File: config.mk
export PLATFORM = sky130hd
export DESIGN_NAME = itc_sync_lock_controller
export DESIGN_NICKNAME = d
export VERILOG_FILES = /design/src/rtl/itc_sync_lock_controller.sv
export SDC_FILE = /design/constraint.sdc
export NUM_CORES = 1
export LEC_CHECK = 0
export ABC_AREA = 1
export ABC_CLOCK_PERIOD_IN_PS = 8700
export CORE_ASPECT_RATIO = 1.4
export CORE_MARGIN = 8
export CORE_UTILIZATION = 61
export DETAILED_ROUTE_END_ITERATION = 10
export PLACE_DENSITY = 0.86
export SYNTH_ARGS = -nofsm -noshare
export SYNTH_HDL_FRONTEND = slang
export SYNTH_SLANG_ARGS = --single-unit
File: constraint.sdc
create_clock -name clk -period 8.7 [get_ports clk]
set_input_delay 0.87 -clock clk [delete_from_list [all_inputs] [get_ports clk]]
set_output_delay 0.87 -clock clk [all_outputs]
set_load 0.05 [all_outputs]
File: src/rtl/itc_sync_lock_controller.sv
// rtl/itc_sync_lock_controller.sv - SOF sync generator lock sequencer with shadow registers
// Applies shadow settings on flush, then supervises sof_locked with timeout and retries.
module itc_sync_lock_controller #(
    parameter int TIMEOUT_CYCLES = 1000000,
    parameter int TIMEOUT_W      = 24,
    parameter int MAX_RETRIES    = 3
) (
    input  logic        clk,
    input  logic        rst,
    input  logic [2:0]  reg_addr,
    input  logic        reg_write,
    input  logic [15:0] reg_writedata,
    input  logic        reg_read,
    output logic [15:0] reg_readdata,
    input  logic        sof,
    input  logic        sof_locked,
    output logic        clear_enable,
    output logic        output_enable,
    output logic [13:0] sof_sample,
    output logic [12:0] sof_line,
    output logic [1:0]  sof_subsample,
    output logic [13:0] divider_value,
    output logic        irq
);

    typedef enum logic [2:0] {
        S_IDLE  = 3'd0,
        S_FLUSH = 3'd1,
        S_ARM   = 3'd2,
        S_RUN   = 3'd3,
        S_FAULT = 3'd4
    } state_t;

    localparam logic [TIMEOUT_W-1:0] TMR_LAST = TIMEOUT_W'(TIMEOUT_CYCLES - 1);
    localparam logic [3:0]           RETRY_MAX = 4'(MAX_RETRIES);

    state_t               state, state_nxt;
    logic [3:0]           retry, retry_nxt;
    logic [TIMEOUT_W-1:0] tmr;
    logic [15:0]          frame_count;
    logic [13:0]          shd_sample, shd_divider;
    logic [12:0]          shd_line;
    logic [1:0]           shd_subsample;
    logic                 irq_en, irq_lost, irq_fault;
    logic                 lost_set, fault_set;
    logic                 ctrl_wr, ctrl_go, ctrl_stop, irq_wr;
    logic [15:0]          rd_mux;
    logic                 unused_wdata;

    assign unused_wdata = ^reg_writedata[15:14];
    assign ctrl_wr   = reg_write && (reg_addr == 3'd0);
    assign ctrl_go   = ctrl_wr && reg_writedata[0];
    assign ctrl_stop = ctrl_wr && reg_writedata[1];
    assign irq_wr    = reg_write && (reg_addr == 3'd7);

    // STOP outranks GO, and both outrank lock/timeout handling.
    always_comb begin
        state_nxt = state;
        retry_nxt = retry;
        lost_set  = 1'b0;
        fault_set = 1'b0;
        if (ctrl_stop) begin
            state_nxt = S_IDLE;
        end else if (ctrl_go) begin
            state_nxt = S_FLUSH;
            retry_nxt = 4'd0;
        end else begin
            case (state)
                S_IDLE:  state_nxt = S_IDLE;
                S_FLUSH: state_nxt = S_ARM;
                S_ARM: begin
                    if (sof_locked) begin
                        state_nxt = S_RUN;
                    end else if (tmr == TMR_LAST) begin
                        if (retry < RETRY_MAX) begin
                            retry_nxt = retry + 4'd1;
                            state_nxt = S_FLUSH;
                        end else begin
                            state_nxt = S_FAULT;
                            fault_set = 1'b1;
                        end
                    end
                end
                S_RUN: begin
                    if (!sof_locked) begin
                        state_nxt = S_FLUSH;
                        retry_nxt = 4'd0;
                        lost_set  = 1'b1;
                    end
                end
                S_FAULT: state_nxt = S_FAULT;
                default: state_nxt = S_IDLE;
            endcase
        end
    end

    always_comb begin
        rd_mux = 16'd0;
        case (reg_addr)
            3'd0: rd_mux = {13'd0, irq_en, 2'b00};
            3'd1: rd_mux = {8'd0, retry, (state == S_RUN), state};
            3'd2: rd_mux = {2'd0, shd_sample};
            3'd3: rd_mux = {3'd0, shd_line};
            3'd4: rd_mux = {14'd0, shd_subsample};
            3'd5: rd_mux = {2'd0, shd_divider};
            3'd6: rd_mux = frame_count;
            3'd7: rd_mux = {14'd0, irq_fault, irq_lost};
            default: rd_mux = 16'd0;
        endcase
    end

    always_ff @(posedge clk or posedge rst) begin
        if (rst) begin
            state         <= S_IDLE;
            retry         <= 4'd0;
            tmr           <= '0;
            frame_count   <= 16'd0;
            shd_sample    <= 14'd0;
            shd_line      <= 13'd0;
            shd_subsample <= 2'd0;
            shd_divider   <= 14'd0;
            sof_sample    <= 14'd0;
            sof_line      <= 13'd0;
            sof_subsample <= 2'd0;
            divider_value <= 14'd0;
            irq_en        <= 1'b0;
            irq_lost      <= 1'b0;
            irq_fault     <= 1'b0;
            irq           <= 1'b0;
            clear_enable  <= 1'b0;
            output_enable <= 1'b0;
            reg_readdata  <= 16'd0;
        end else begin
            state         <= state_nxt;
            retry         <= retry_nxt;
            clear_enable  <= (state_nxt == S_FLUSH);
            output_enable <= (state_nxt == S_ARM) || (state_nxt == S_RUN);

            // Active values only ever change on the edge that enters FLUSH.
            if (state_nxt == S_FLUSH) begin
                sof_sample    <= shd_sample;
                sof_line      <= shd_line;
                sof_subsample <= shd_subsample;
                divider_value <= shd_divider;
            end

            if (reg_write) begin
                case (reg_addr)
                    3'd2: shd_sample    <= reg_writedata[13:0];
                    3'd3: shd_line      <= reg_writedata[12:0];
                    3'd4: shd_subsample <= reg_writedata[1:0];
                    3'd5: shd_divider   <= reg_writedata[13:0];
                    default: ;
                endcase
            end

            if (state == S_FLUSH)
                tmr <= '0;
            else if (state == S_ARM)
                tmr <= tmr + 1'b1;

            if (state == S_FLUSH)
                frame_count <= 16'd0;
            else if ((state == S_RUN) && sof)
                frame_count <= frame_count + 16'd1;

            if (ctrl_wr)
                irq_en <= reg_writedata[2];
            // A set event in the same cycle as a clear leaves the bit set.
            irq_lost  <= lost_set  | (irq_lost  & ~(irq_wr & reg_writedata[0]));
            irq_fault <= fault_set | (irq_fault & ~(irq_wr & reg_writedata[1]));
            irq       <= irq_en & (irq_lost | irq_fault);

            if (reg_read)
                reg_readdata <= rd_mux;
        end
    end

endmodule
Yosys cells after proc, flatten, opt, wreduce, memory -nomap -nowiden
Index checks and enable logic that the tools add are counted.
{"block": "totals", "regBits": 155, "in_bits": 25, "elab_cells": 96}
{"block": "op_classes", "addsub": 3, "order_cmp": 1, "n_eq_ne": 19, "muxes": 28, "n_bitwise": 11, "reduce_logical": 15}
{"cell": "one-hot mux 16 bit (8 select lines)", "n": 1}
{"cell": "two-way mux 24 bit", "n": 2}
{"cell": "two-way mux 16 bit", "n": 2}
{"cell": "adder 24 x 1 -> 24 bit, second input constant", "n": 1}
{"cell": "== test 24 x 20 -> 1 bit, second input constant", "n": 1}
{"cell": "two-way mux 4 bit", "n": 5}
{"cell": "== test 3 x 2 -> 1 bit, second input constant", "n": 6}
{"cell": "two-way mux 3 bit", "n": 6}
{"cell": "adder 16 x 1 -> 16 bit, second input constant", "n": 1}
{"cell": "== test 3 bit, second input constant", "n": 5}
{"cell": "!= test 3 bit, second input constant", "n": 4}
{"cell": "one-hot mux 3 bit (4 select lines)", "n": 1}
{"cell": "two-way mux 1 bit", "n": 10}
{"cell": "== test 3 x 1 -> 1 bit, second input constant", "n": 3}
{"cell": "one-hot mux 4 bit (2 select lines)", "n": 1}
{"cell": "AND reduction 2 bit", "n": 4}
{"cell": "AND reduction 6 bit", "n": 1}
{"cell": "bitwise AND 1 bit", "n": 5}
{"cell": "logical AND 1 bit", "n": 5}
{"cell": "adder 4 x 1 -> 4 bit, second input constant", "n": 1}
{"cell": "< comparator 4 x 2 -> 1 bit, second input constant", "n": 1}
{"cell": "nonzero test 2 bit", "n": 2}
{"cell": "zero test 3 bit", "n": 1}
{"cell": "NOT 1 bit", "n": 3}
{"cell": "3 further kinds", "n": 5}

Longest topological paths before layout
{"block": "logic_depth", "ltp_word": 9, "depth_mapped": 10}

Least setup slack after synthesis
No wires, ideal clock.
{"block": "synth_timing", "path_kind": "input -> register", "from": "input reg_write", "to": "register divider_value[0]", "setup_ns": 0.119, "arrival_ns": 1.769, "required_ns": 8.581, "path_slack_ns": 6.812, "cell_stages": 7, "cell_sequence": "buf_2 > nand4_4 > a21oi_2 > nand2_4 > buf_6 > nand2_2 > o21ai_2"}
{"block": "synth_between", "elab_chain_cells": 5, "elab_cells_between_ends": 6, "classes_between": "eq/ne: 1; mux: 2; reduce/logical: 3"}
{"item": "start: declaration", "line": "11", "source": "input logic reg_write,"}
{"item": "logical AND 1 bit *", "line": "51", "source": "assign ctrl_wr = reg_write && (reg_addr == 3'd0);"}
{"item": "logical AND 1 bit", "line": "52", "source": "assign ctrl_go = ctrl_wr && reg_writedata[0];"}
{"item": "two-way mux 3 bit", "line": "64", "source": "end else if (ctrl_go) begin"}
{"item": "two-way mux 3 bit *", "line": "62", "source": "if (ctrl_stop) begin"}
{"item": "== test 3 x 1 -> 1 bit *", "line": "140", "source": "if (state_nxt == S_FLUSH) begin"}
{"item": "end signal: assignment", "line": "144", "source": "divider_value <= shd_divider;"}
{"item": "end: declaration", "line": "22", "source": "output logic [13:0] divider_value,"}
Mark *: on every way between the ends. The rest lies on a longest branch, timed or not.
A chain may end at the register's enable or synchronous reset.

Final worst setup path
{"block": "layout_timing", "from": "input reg_addr[0]", "to": "register sof_sample[5]"}
{"block": "layout_between", "elab_chain_cells": 6, "elab_cells_between_ends": 7, "classes_between": "eq/ne: 1; mux: 2; reduce/logical: 4"}
{"item": "start: declaration", "line": "10", "source": "input logic [2:0] reg_addr,"}
{"item": "zero test 3 bit *", "line": "51"}
{"item": "logical AND 1 bit *", "line": "51"}
{"item": "logical AND 1 bit", "line": "52"}
{"item": "two-way mux 3 bit", "line": "64"}
{"item": "two-way mux 3 bit *", "line": "62"}
{"item": "== test 3 x 1 -> 1 bit *", "line": "140"}
{"item": "end signal: assignment", "line": "141", "source": "sof_sample <= shd_sample;"}
{"item": "end: declaration", "line": "19", "source": "output logic [13:0] sof_sample,"}
Marked as above.

==> impl_metrics.sql <==
INSERT INTO impl_metrics (metric_group, metric, value, unit) VALUES
('floorplanning', 'die_w', '111', 'um'),
('finish', 'final_design_area_no_fill', '9140', 'sq um'),
('run', 'cap_viol_max_count', '0', ''),
('synth', 'postSynthAreaPerCell', '8.51', 'sq um'),
('detailed_routing', 'remaining_drc_errors', '0', ''),
('synth', 'synth_top_area_cell', 'sky130_fd_sc_hd__dfrtp_1', ''),
('sta', 'setup_viol', '0', ''),
('synth', 'mappedNetlistArea', '7730', 'sq um'),
('clock_tree', 'clock_tree.buffer_depth', '2', ''),
('synth', 'synth_enable_flop_cells', '0', ''),
('critical_path', 'timing.setup.critical_path_class', 'in -> reg', ''),
('clock_tree', 'clock-sinks', '155', ''),
('clock_tree', 'insertion_delay', '0.42', 'ns'),
('grt', 'pin_count_of_the_biggest_net_entering_global_routing', '81', ''),
('power_and_ir_drop', 'power.share.combinational', '27.0', '%'),
('sta', 'finalHoldViolations', '0', ''),
('synth', 'yosysWarnings', '0', ''),
('grt', 'total_congestion_overflow', '0', ''),
('sta', 'finalCritPeriodShare', '37.1', '%'),
('detailed_routing', 'antenna_violating_nets_post_route', '0', ''),
('finish', 'syn2layout_area_growth', '18.2', '%'),
('run_status', 'outcome', 'finished, final reports clean', ''),
('detailed_routing', 'vias', '6703', ''),
('grt', 'first_global_vias', '6609', ''),
('clock_tree', 'post_cts_setup_buffer_count', '0', ''),
('power_and_ir_drop', 'cellPowerDensity', '242', 'nW/um^2'),
('power_and_ir_drop', 'power.switching', '0.000811', 'W'),
('synth', 'number_of_synthesized_register_bits', '155', ''),
('synth', 'ys_seq_area_share', '50.2', '%'),
('power_and_ir_drop', 'p_total', '0.00222', 'W'),
('sta', 'layout_skew', '0.00911', 'ns'),
('detailed_routing', 'finalWirelength', '21000', 'um'),
('synth', 'netlist_top_cells_area', 'sky130_fd_sc_hd__dfrtp_1 50%, sky130_fd_sc_hd__nand2_1 9.5%, sky130_fd_sc_hd__o21ai_2 6.3%', ''),
('power_and_ir_drop', 'leakage_power_of_the_design', '4.19', 'nW'),
('power_and_ir_drop', 'share_clk_of_total_power', '31.5', '%'),
('sta', 'timing_worst_slew_pin_value', '1.06', 'ns'),
('synth', 'synthFlopType', 'sky130_fd_sc_hd__dfrtp_1', ''),
('synth', 'postSynthNetCount', '937', ''),
('critical_path', 'arr_time_crit_path', '3.57', 'ns'),
('finish', 'antenna_cells_inserted', '0', ''),
('critical_path', 'crit_path_end_kind', 'register', ''),
('sta', 'max_slew_headroom', '29.3', '%'),
('synth', 'yosys.area.top_type_share', '50.2', '%'),
('grt', 'grt_resource_usage_total', '25.5', '%'),
('placed_design', 'placedInstanceArea', '8590', 'sq um'),
('detailed_routing', 'detail_route.wl_per_cell', '18.3', 'um'),
('grt', 'global_route_wire_length_before_repair', '33800', 'um'),
('clock_tree', 'tritoncts_clock_tree', 'done', ''),
('detailed_routing', 'drt_pre_antenna_iters', '6', ''),
('placed_design', 'finalWeightedCongestion', '1.02', ''),
('clock_tree', 'cts_inserted_buffers', '17', ''),
('power_and_ir_drop', 'ir_drop', '0.136', 'mV'),
('sta', 'timing.final.max_slew_violations', '0', ''),
('sta', 'final_period_minus_worst_setup_slack', '3.23', 'ns'),
('grt', 'antenna_found_initial', '0', ''),
('sta', 'grt_setup_unrepaired', 'false', ''),
('floorplanning', 'dieHeight', '149', 'um'),
('clock_tree', 'clock_root_buffer_master', 'sky130_fd_sc_hd__clkbuf_16', ''),
('floorplanning', 'floorplan.io_pins', '87', ''),
('finish', 'drive_gt1_share', '17.7', '%'),
('sta', 'achievable-frequency', '310', 'MHz'),
('clock_tree', 'postCtsResizedCells', '0', ''),
('detailed_routing', 'drt_iter0_markers', '537', ''),
('synth', 'synth_cell_types', '41', ''),
('floorplanning', 'floorplan.core_area', '12400', 'sq um'),
('power_and_ir_drop', 'int_power', '0.00141', 'W'),
('power_and_ir_drop', 'swShare', '36.6', '%'),
('synth', 'async_reset_ff_share', '100', '%'),
('power_and_ir_drop', 'share_seq_of_total_power', '41.4', '%'),
('synth', 'netlist_instances', '909', ''),
('clock_tree', 'cts.reportedPaths.clkPinSlew', '0.07', 'ns');
## worst max-delay path: stages
cell	delay (ns)
sky130_fd_sc_hd__clkdlybuf4s50_1	0.57
sky130_fd_sc_hd__nor2_4	0.26
sky130_fd_sc_hd__nand3_2	0.14
sky130_fd_sc_hd__nor2_1	0.19
sky130_fd_sc_hd__a21oi_2	0.07
sky130_fd_sc_hd__nand2_4	0.30
sky130_fd_sc_hd__buf_4	0.87
sky130_fd_sc_hd__nand2_2	0.14
sky130_fd_sc_hd__o21ai_2	0.12
## per-stage QoR
stage | setup slack, ns | hold slack (ns) | std cells
global placement | 5.22 | 0.465 | 1120
CTS | 5.49 | 0.483 | 1152
finish | 5.47 | 0.480 | 1152
detailed placement | 5.14 | 0.464 | 1120
global route | 5.33 | 0.501 | 1152
floorplan | 3.65 | 0.453 | 909
## Yosys cell counts, drive strengths merged, types with 2 or more instances
cell and instances:
nand2 251, dfrtp 155, o21ai 134, inv 126
nor2 75, nand3 38, a21oi 26, buf 23
nand4 22, nor3 16, o22ai 6, o2111ai 5
o221ai 5, nor4 4, clkbuf 3, ha 3
o21a 3, o31ai 3, clkinv 2, nor3b 2
## power by group through the flow
stage               registers (W)  clock network, W  logic [W]
floorplan                 0.00112                 0   0.000195
CTS                      0.000917          0.000698   0.000604
finish                   0.000919          0.000699   0.000600
detailed placement       0.000928                 0   0.000596
global route             0.000930          0.000734   0.000638
global placement         0.000923                 0   0.000583
## layout by cell type, fill, tap and decap left out, types with 5 or more instances in the layout
master,Yosys,final
sky130_fd_sc_hd__clkdlybuf4s50_1,0,84
sky130_fd_sc_hd__o21ai_1,21,21
sky130_fd_sc_hd__o22ai_1,6,6
sky130_fd_sc_hd__o21ai_2,56,56
sky130_fd_sc_hd__inv_6,0,6
sky130_fd_sc_hd__o2111ai_1,5,5
sky130_fd_sc_hd__nand2_1,195,195
sky130_fd_sc_hd__inv_2,11,11
sky130_fd_sc_hd__nor3_1,13,13
sky130_fd_sc_hd__nand2_2,55,55
sky130_fd_sc_hd__clkbuf_16,0,17
sky130_fd_sc_hd__dfrtp_1,155,155
sky130_fd_sc_hd__nor2_2,6,6
sky130_fd_sc_hd__o21ai_0,57,57
sky130_fd_sc_hd__nor2_1,67,67
sky130_fd_sc_hd__a21oi_1,25,25
sky130_fd_sc_hd__nand4_1,21,21
sky130_fd_sc_hd__o221ai_1,5,5
sky130_fd_sc_hd__inv_1,115,114
sky130_fd_sc_hd__nand3_1,34,34
## routing by layer
metal	vias up	track usage [%]	part of all wire, %
met3	87	6.52	6.6
met4	0	16.4	5.9
li1	3112	-	-
met5	-	0	0
met2	314	44.8	52
met1	3190	26.7	35
## kinds of logic after synthesis
kind of cell	after synthesis	synth area share [%]
DFF	155	50.2
xor gates and xnor gates	1	0.113
adders and majority gates	3	0.485
AOI/OAI and AO/OA	186	15.7
buffers and inverters	154	8.77
and+or+nand+nor	410	24.8
## flip-flops by register name, summed over array words and instances (netlist names), 3 cells and up
register       cells
divider_value     14
frame_count       16
reg_readdata      16
retry              4
shd_divider       14
shd_line          13
shd_sample        14
sof_line          13
sof_sample        14
state              3
tmr               24
## worst paths after layout
| kind | start | to | slack, ns | cells past startpoint |
|---|---|---|---|---|
| setup / recovery | reg_addr[0] | sof_sample[5]$_DFFE_PP0N_ | 5.47 | 9 |
| hold / removal | reg_readdata[9]$_DFFE_PP0P_ | reg_readdata[9]$_DFFE_PP0P_ | 0.48 | 2 |
| setup reg to reg | tmr[0]$_DFFE_PP0P_ | sof_sample[5]$_DFFE_PP0N_ | 5.99 | 9 |
| hold reg to reg | reg_readdata[9]$_DFFE_PP0P_ | reg_readdata[9]$_DFFE_PP0P_ | 0.48 | 2 |
| max in group asynchronous | rst | sof_line[11]$_DFFE_PP0N_ | 6.28 | 3 |
| min in group asynchronous | rst | clear_enable$_DFF_PP0_ | 0.94 | 2 |
## final cells by class
class	count	area, sq um
Inverter	128	485
Sequential cell	155	3880
Tap cell	150	188
Fill cell	920	3230
Timing Repair Buffer	87	863
Multi-Input combinational cell	600	3180
Clock inverter	13	108
Clock buffer	19	443
Power figures use the tool's default switching activity.
